File: src/rtl/deserializer.sv
// Serial-to-parallel converter: gathers DATA_W qualified serial bits into one
// parallel word and strobes deser_data_val_o for one cycle per completed word.
// Bit order is MSB-first unless DESERIALIZER_LSB_FIRST_EN is defined, in which
// case the first received bit lands in deser_data_o[0].
module deserializer #(
   parameter int unsigned DATA_W = 16
) (
   input  logic              clk_i,
   input  logic              srst_i,
   input  logic              data_i,
   input  logic              data_val_i,
   output logic [DATA_W-1:0] deser_data_o,
   output logic              deser_data_val_o
);

   localparam int unsigned CNT_W   = (DATA_W > 1) ? $clog2(DATA_W) : 1;
   localparam int unsigned SHIFT_W = DATA_W - 1;

   // Only DATA_W-1 bits of history are kept; the final bit is merged straight
   // into the output word on the completing edge.
   logic [CNT_W-1:0]   r_cnt;
   logic [SHIFT_W-1:0] r_shift;
   logic [DATA_W-1:0]  r_data;
   logic               r_data_val;

   logic [CNT_W-1:0]   w_cnt_nxt;
   logic [SHIFT_W-1:0] w_shift_nxt;
   logic [DATA_W-1:0]  w_word;
   logic [DATA_W-1:0]  w_data_nxt;
   logic               w_data_val_nxt;
   logic               w_last_bit;

   // Candidate word formed by merging the incoming bit with the history.
   always_comb begin
      w_word = '0;
`ifdef DESERIALIZER_LSB_FIRST_EN
      w_word = {data_i, r_shift};
`else
      w_word = {r_shift, data_i};
`endif
   end

   // Next-state for counter, history, output word and strobe.
   always_comb begin
      w_cnt_nxt      = r_cnt;
      w_shift_nxt    = r_shift;
      w_data_nxt     = r_data;
      w_data_val_nxt = 1'b0;
      w_last_bit     = (r_cnt == CNT_W'(DATA_W - 1));

      if (data_val_i) begin
`ifdef DESERIALIZER_LSB_FIRST_EN
         w_shift_nxt = w_word[DATA_W-1:1];
`else
         w_shift_nxt = w_word[DATA_W-2:0];
`endif
         if (w_last_bit) begin
            w_cnt_nxt      = '0;
            w_data_nxt     = w_word;
            w_data_val_nxt = 1'b1;
         end else begin
            w_cnt_nxt = r_cnt + CNT_W'(1);
         end
      end
   end

   // State registers with synchronous reset taking priority over input.
   always_ff @(posedge clk_i) begin
      if (srst_i) begin
         r_cnt      <= '0;
         r_shift    <= '0;
         r_data     <= '0;
         r_data_val <= 1'b0;
      end else begin
         r_cnt      <= w_cnt_nxt;
         r_shift    <= w_shift_nxt;
         r_data     <= w_data_nxt;
         r_data_val <= w_data_val_nxt;
      end
   end

   assign deser_data_o     = r_data;
   assign deser_data_val_o = r_data_val;

endmodule

File: config.mk
export PLATFORM = sky130hd
export DESIGN_NAME = deserializer
export DESIGN_NICKNAME = d
export VERILOG_FILES = /design/src/rtl/deserializer.sv
export SDC_FILE = /design/constraint.sdc
export NUM_CORES = 1
export LEC_CHECK = 0
export CAP_MARGIN = 10
export CORE_ASPECT_RATIO = 1.2
export CORE_MARGIN = 5
export CORE_UTILIZATION = 54
export DETAILED_ROUTE_END_ITERATION = 6
export GPL_TIMING_DRIVEN = 0
export PLACE_DENSITY = 0.91
export SETUP_SLACK_MARGIN = 0.4
export SYNTH_ARGS = -nofsm -noshare
export SYNTH_HDL_FRONTEND = slang
export SYNTH_SLANG_ARGS = --single-unit
File: constraint.sdc
create_clock -name clk_i -period 3.15 [get_ports clk_i]
set_input_delay 0.945 -clock clk_i [delete_from_list [all_inputs] [get_ports clk_i]]
set_output_delay 0.945 -clock clk_i [all_outputs]
set_load 0.005 [all_outputs]
==> flow_metrics.py, run 1 <==
metrics = {
    "route": {
        "wirelength_um": 2250,
        "drt_iter0_drc": 8,
        "remaining_drc_errors": 0,
        "viasPerCell": 5.25,
        "postRouteAntennaNets": 0,
        "wl_per_cell_um": 14.0,
        "drtPass1Iterations": 4,
        "num_vias": 846,
    },
    "worst_hold_path": {
        "holdPathStages": 1,
        "holdPathEnd": "deser_data_o[9]",
        "worstHoldPathType": "flop to flop",
        "min_from": "deser_data_o[9]",
    },
    "setup_path": {
        "crit_arrival_ns": 1.22,
        "critPathCaptureType": "output port",
        "timing.rr.end": "deser_data_o[11]",
        "cpMaxStageDelayCell": "clkdlybuf4s50_1",
        "slowest_delay_ns": 0.52,
        "worst-path-max-fanout": 2,
        "cp.buffers_inverters": 1,
        "reg2reg_slack_ns": 1.62,
        "critical_path_required_ns": 2.20,
        "r2r_cells": 6,
        "path_cells": "clkdlybuf4s50_1",
        "criticalPathCategory": "flop to output port",
        "critical_path.top_delay_family": "buffers and inverters",
        "r2r_start": "r_cnt[0]",
        "cp-start-kind": "flop",
    },
    "pwr": {
        "power_uw": 715,
        "vdd_drop_max_v": 0.000480,
        "p_leak_uw": 0.000620,
        "p_per_area_nw_per_um2": 475,
    },
    "place": {
        "pre_cts_ws_ns": 0.780,
        "place.gp.congestion": 0.674,
        "dp_hpwl_um": 1580,
        "io_buffers": 20,
        "post-place-cells": 154,
    },
    "clock_tree": {
        "htree_levels": 2,
        "clk_latency_ns": 0.33,
        "clk_path_buf_depth": 2,
        "hold_buffers": 0,
        "cts_tree": "built",
        "cts_buffers": 5,
        "ctsResizeCount": 0,
        "clk_pin_slew_ns": 0.10,
        "post_cts_buffers": 0,
        "cts_root_buf": "clkbuf_4",
        "clock_sinks": 36,
    },
    "yosys": {
        "postSynthCellCount": 104,
        "synthTopCellsByArea": "dfxtp_1 (59%), mux2i_1 (14%), a22o_1 (11%)",
        "yosys_warnings": 0,
        "ys_types": 17,
        "synth_top_area_share_pct": 59.0,
        "synth_area_leader_cell": "dfxtp_1",
        "syn_nets": 109,
        "synth_area_um2": 1220,
        "avgSynthCellArea_um2": 11.7,
        "seq_area_frac_synth_pct": 59.0,
        "ys_seq_elements": 36,
    },
    "sta": {
        "fmaxAchievable_ghz": 0.462,
        "min_period_over_period_pct": 68.7,
        "fin_crit_ns": 2.16,
        "finalMaxSlewViolations": 0,
        "setup_violations": 0,
        "setup_slack_ns": 0.985,
        "slew_headroom_pct": 70.0,
        "finClkSkew_ns": 0.00339,
        "fin_setup_tns_ns": 0,
        "hold_viol_final": 0,
        "worst_pin_slew_ns": 0.449,
        "rsz0062_at_grt": "false",
    },
    "global_route": {
        "gr-total-overflow": 0,
        "grt_pass1_vias": 850,
        "antenna_found_initial": 0,
        "grt_max_degree": 11,
        "grt_pass1_wl_um": 3770,
        "grtUsageTotal_pct": 16.2,
    },
    "floorplan": {
        "num_rows": 18,
        "die-area_um2": 3320,
        "die_h_um": 62.1,
        "initial_core_util_pct": 57.7,
        "io_pins": 21,
        "die_w_um": 53.4,
        "core_area_um2": 2120,
    },
    "cells_and_area": {
        "n_fill_cell": 178,
        "seqCellArea_um2": 721,
        "fin_util_pct": 71.1,
        "syn_to_final_growth_pct": 23.3,
        "multiInputGateArea_um2": 449,
        "layout-drive-gt1-share_pct": 9.92,
        "fin_cells": 161,
        "antenna_cells": 0,
        "fin_nets": 136,
    },
    "run": {
        "cap_viol_max_count": 0,
    },
    "run_status": {
        "status": "finished, final reports clean",
    },
}
==> registers in the layout, summed over array words and instances, names as in the netlist <==
register	count
deser_data_o	16
r_shift	15
r_cnt	4
deser_data_val_o	1
==> metrics by stage <==
stage	hold slack, ns	instance area, µm²
floorplan	0.441	1220
finish	0.484	1510
CTS	0.489	1510
global route	0.513	1510
global placement	0.455	1460
detailed placement	0.467	1460
==> layer usage <==
| metal | up-vias | share of wire, % | global-route usage, % |
|---|---|---|---|
| met5 | - | 0 | 0 |
| met4 | 0 | 1.4 | 6.57 |
| met3 | 3 | 5.9 | 7.16 |
| met2 | 21 | 49 | 27.8 |
| met1 | 403 | 43 | 17.2 |
| li1 | 419 | - | - |
==> cells by family (layout without fill, tap and decap cells) <==
group	Yosys count	after routing	synth area share (%)
flops	36	36	59.0
buf+inv	7	34	4.20
mux	17	17	13.9
fa+ha+maj	1	1	1.02
compound gates	17	17	12.0
xor+xnor	2	2	1.43
simple gates	24	24	8.40
==> layout by cell type, fill, tap and decap left out <==
cell	synthesis	layout
clkbuf_1	0	1
buf_1	1	1
a31oi_1	1	1
and2_1	1	1
a22o_1	16	16
nor2b_1	1	1
clkdlybuf4s50_1	0	20
clkinv_2	0	1
buf_6	2	2
clkbuf_4	0	5
xnor2_1	1	1
xor2_1	1	1
mux2i_1	17	17
buf_2	2	2
nand2_1	1	1
dfxtp_1	36	36
nor2_1	18	18
nand4_1	2	2
buf_4	2	2
nor2_2	1	1
ha_1	1	1
==> cells in the mapped netlist (all sizes together) <==
library cell	instances
mux2i	17
xor2	1
nand4	2
nor2b	1
a22o	16
nor2	19
nand2	1
buf	7
a31oi	1
and2	1
dfxtp	36
xnor2	1
ha	1
==> worst max path at each step <==
stage	cells after the start	startpoint	slack [ns]	end
finish	1	deser_data_o[15]	0.99	deser_data_o[15]
global placement	5	data_val_i	0.81	r_cnt[0]
detailed placement	5	data_val_i	0.78	r_shift[4]
CTS	1	deser_data_o[15]	0.98	deser_data_o[15]
global route	1	deser_data_o[5]	0.92	deser_data_o[5]
floorplan	5	data_val_i	1.39	deser_data_o[10]
==> area by class of cell <==
type / count / area share [%]
clock buffer: 6 / 2.74
sequential: 36 / 47.9
timing repair buffer: 20 / 13.3
buffer: 7 / 3.41
clock inverter: 1 / 0.333
tap: 30 / 2.49
multi-input combinational: 61 / 29.8
==> power breakdown <==
| group | switching [µW] | leakage (µW) | total (µW) | internal (µW) |
|---|---|---|---|---|
| logic | 18.0 | 0.000302 | 33.8 | 15.8 |
| registers | 3.53 | 0.000291 | 462 | 459 |
| clock network | 137 | 0.0000281 | 219 | 82.1 |
| total | 158 | 0.000620 | 715 | 557 |
Power figures use the tool's default switching activity.
==> inputs of run 2 (changes only) <==
CORE_UTILIZATION = 50   (was 54)
PLACE_DENSITY = 0.86   (was 0.91)
clock period = 2.1 ns   (was 3.15 ns; I/O delays follow)
==> run 2 against run 1 <==
Total power up 56%. Largest cell class unchanged. Count of clock-buffer cells in the layout is 2 higher. Clock skew is 0.0033 ns higher. Sequential share of layout area up 0.36 points.
==> flow_metrics.py, run 2 (same netlist as run 1, synthesis figures left out) <==
metrics = {
    "clock_tree": {
        "clk_pin_slew_ns": 0.10,
        "clock_sinks": 36,
        "clk_path_buf_depth": 2,
        "htree_levels": 2,
        "cts_buffers": 5,
        "cts_root_buf": "clkbuf_4",
        "clk_latency_ns": 0.33,
        "cts_tree": "built",
    },
    "pwr": {
        "pwr-share-seq_pct": 62.1,
        "p_per_area_nw_per_um2": 730,
        "power_frac_clock_pct": 33.3,
        "p_comb_share_pct": 4.6,
        "p_int_uw": 876,
        "p_sw_share_pct": 21.5,
        "power_switching_uw": 240,
        "p_leak_uw": 0.000723,
        "vdd_drop_max_v": 0.000548,
    },
    "route": {
        "remaining_drc_errors": 0,
        "num_vias": 829,
        "wl_per_cell_um": 14.0,
        "viasPerCell": 5.05,
        "drtPass1Iterations": 4,
        "drt_iter0_drc": 16,
        "postRouteAntennaNets": 0,
        "wirelength_um": 2300,
    },
    "setup_path": {
        "critPathCaptureType": "flop",
        "crit_arrival_ns": 1.88,
        "cp-start-kind": "input pin",
        "worst-path-max-fanout": 10,
        "critical_path_required_ns": 2.31,
        "criticalPathCategory": "input pin to flop",
    },
    "place": {
        "pre_cts_ws_ns": 0.0193,
        "io_buffers": 20,
        "place.gp.congestion": 0.684,
        "dp_hpwl_um": 1600,
    },
    "global_route": {
        "antenna_found_initial": 0,
        "grt_pass1_wl_um": 3950,
        "grtUsageTotal_pct": 15.6,
        "grt_max_degree": 11,
        "gr-total-overflow": 0,
        "grt_pass1_vias": 872,
    },
    "sta": {
        "fmaxAchievable_ghz": 0.596,
        "fin_setup_tns_ns": 0,
        "setup_slack_ns": 0.423,
        "finalMaxSlewViolations": 0,
        "min_period_over_period_pct": 79.8,
        "slew_headroom_pct": 69.2,
        "worst_pin_slew_ns": 0.462,
        "finClkSkew_ns": 0.00666,
        "setup_violations": 0,
        "hold_viol_final": 0,
        "rsz0062_at_grt": "true",
        "fin_crit_ns": 1.68,
    },
    "floorplan": {
        "initial_core_util_pct": 53.0,
        "die-area_um2": 3530,
        "num_rows": 19,
        "die_h_um": 64.1,
        "die_w_um": 55.1,
        "io_pins": 21,
        "core_area_um2": 2310,
    },
    "run": {
        "cap_viol_max_count": 0,
    },
    "worst_hold_path": {
        "worstHoldPathType": "flop to flop",
    },
    "cells_and_area": {
        "antenna_cells": 0,
        "layout_commonest_cell": "dfxtp_1",
        "fin_nets": 137,
        "syn_to_final_growth_pct": 25.1,
        "largest_reg_flops": 16,
        "layout-drive-gt1-share_pct": 21.1,
        "layout_common_cells": "dfxtp_1 (23), nor2_1 (18), dlygate4sd2_1 (18)",
    },
    "run_status": {
        "status": "finished, final reports clean",
    },
}
## run 2: changes by cell type in the layout (fill, tap and decap cells not counted), sizes merged
cell           delta
buf               +1
dlygate4sd2      +18
clkbuf            +2
clkinv            -1
clkdlybuf4s50    -18
## run 2: timing repair
item,in CTS,in global routing
hold buffers,0,0
setup buffers,1,0
setup endpoints to repair,36,9
gates resized for setup,32,1
## run 2: cell type report
class,count,area [µm²]
plain buffers,7,51.3
fillers,195,778
multi-input cells,61,457
clock buffers,8,58.8
repair buffers,21,185
flip-flops and latches,36,737
well taps,31,38.8
## run 2: metrics by stage
stage | instance area (µm²) | util [%] | instances | hold WS [ns] | total power, µW
finish | 1530 | 66.3 | 164 | 0.469 | 1120
global route | 1530 | 66.3 | 164 | 0.484 | 1170
CTS | 1520 | 66.0 | 164 | 0.475 | 1130
detailed placement | 1460 | 63.3 | 155 | 0.466 | 760
global placement | 1460 | 63.3 | 155 | 0.457 | 758
floorplan | 1220 | - | 104 | 0.441 | 745
## run 2: path summary, 6_finish.rpt
path / start / end / slack (ns) / depth (start not counted)
setup reg to reg: r_cnt[0] / deser_data_o[14] / 0.49 / 6
hold / removal: deser_data_o[12] / deser_data_o[12] / 0.47 / 1
hold reg to reg: deser_data_o[12] / deser_data_o[12] / 0.47 / 1
setup / recovery: srst_i / r_cnt[0] / 0.42 / 4
## run 2: metal layers
| metal | vias to the layer above | global-route usage [%] | routed length [µm] | share of wire, % |
|---|---|---|---|---|
| met3 | 2 | 8.37 | 147 | 6.4 |
| li1 | 420 | - | - | - |
| met1 | 387 | 17.5 | 982 | 43 |
| met5 | - | 0 | 0 | 0 |
| met4 | 0 | 5.47 | 21 | 0.91 |
| met2 | 20 | 24.6 | 1150 | 50 |
## run 2: power by group through the flow
stage / combinational [µW] / sequential (µW) / clock [µW]
final: 51.1 / 693 / 372
after detailed placement: 51.1 / 709 / 0
after global placement: 49.6 / 709 / 0
after global routing: 55.6 / 694 / 423
after floorplan: 37.2 / 708 / 0
after CTS: 51.1 / 693 / 386
## run 2: critical path: stages
cell and delay (ns):
clkdlybuf4s50_1 0.49, buf_2 0.24, buf_1 0.41, nor2_1 0.11
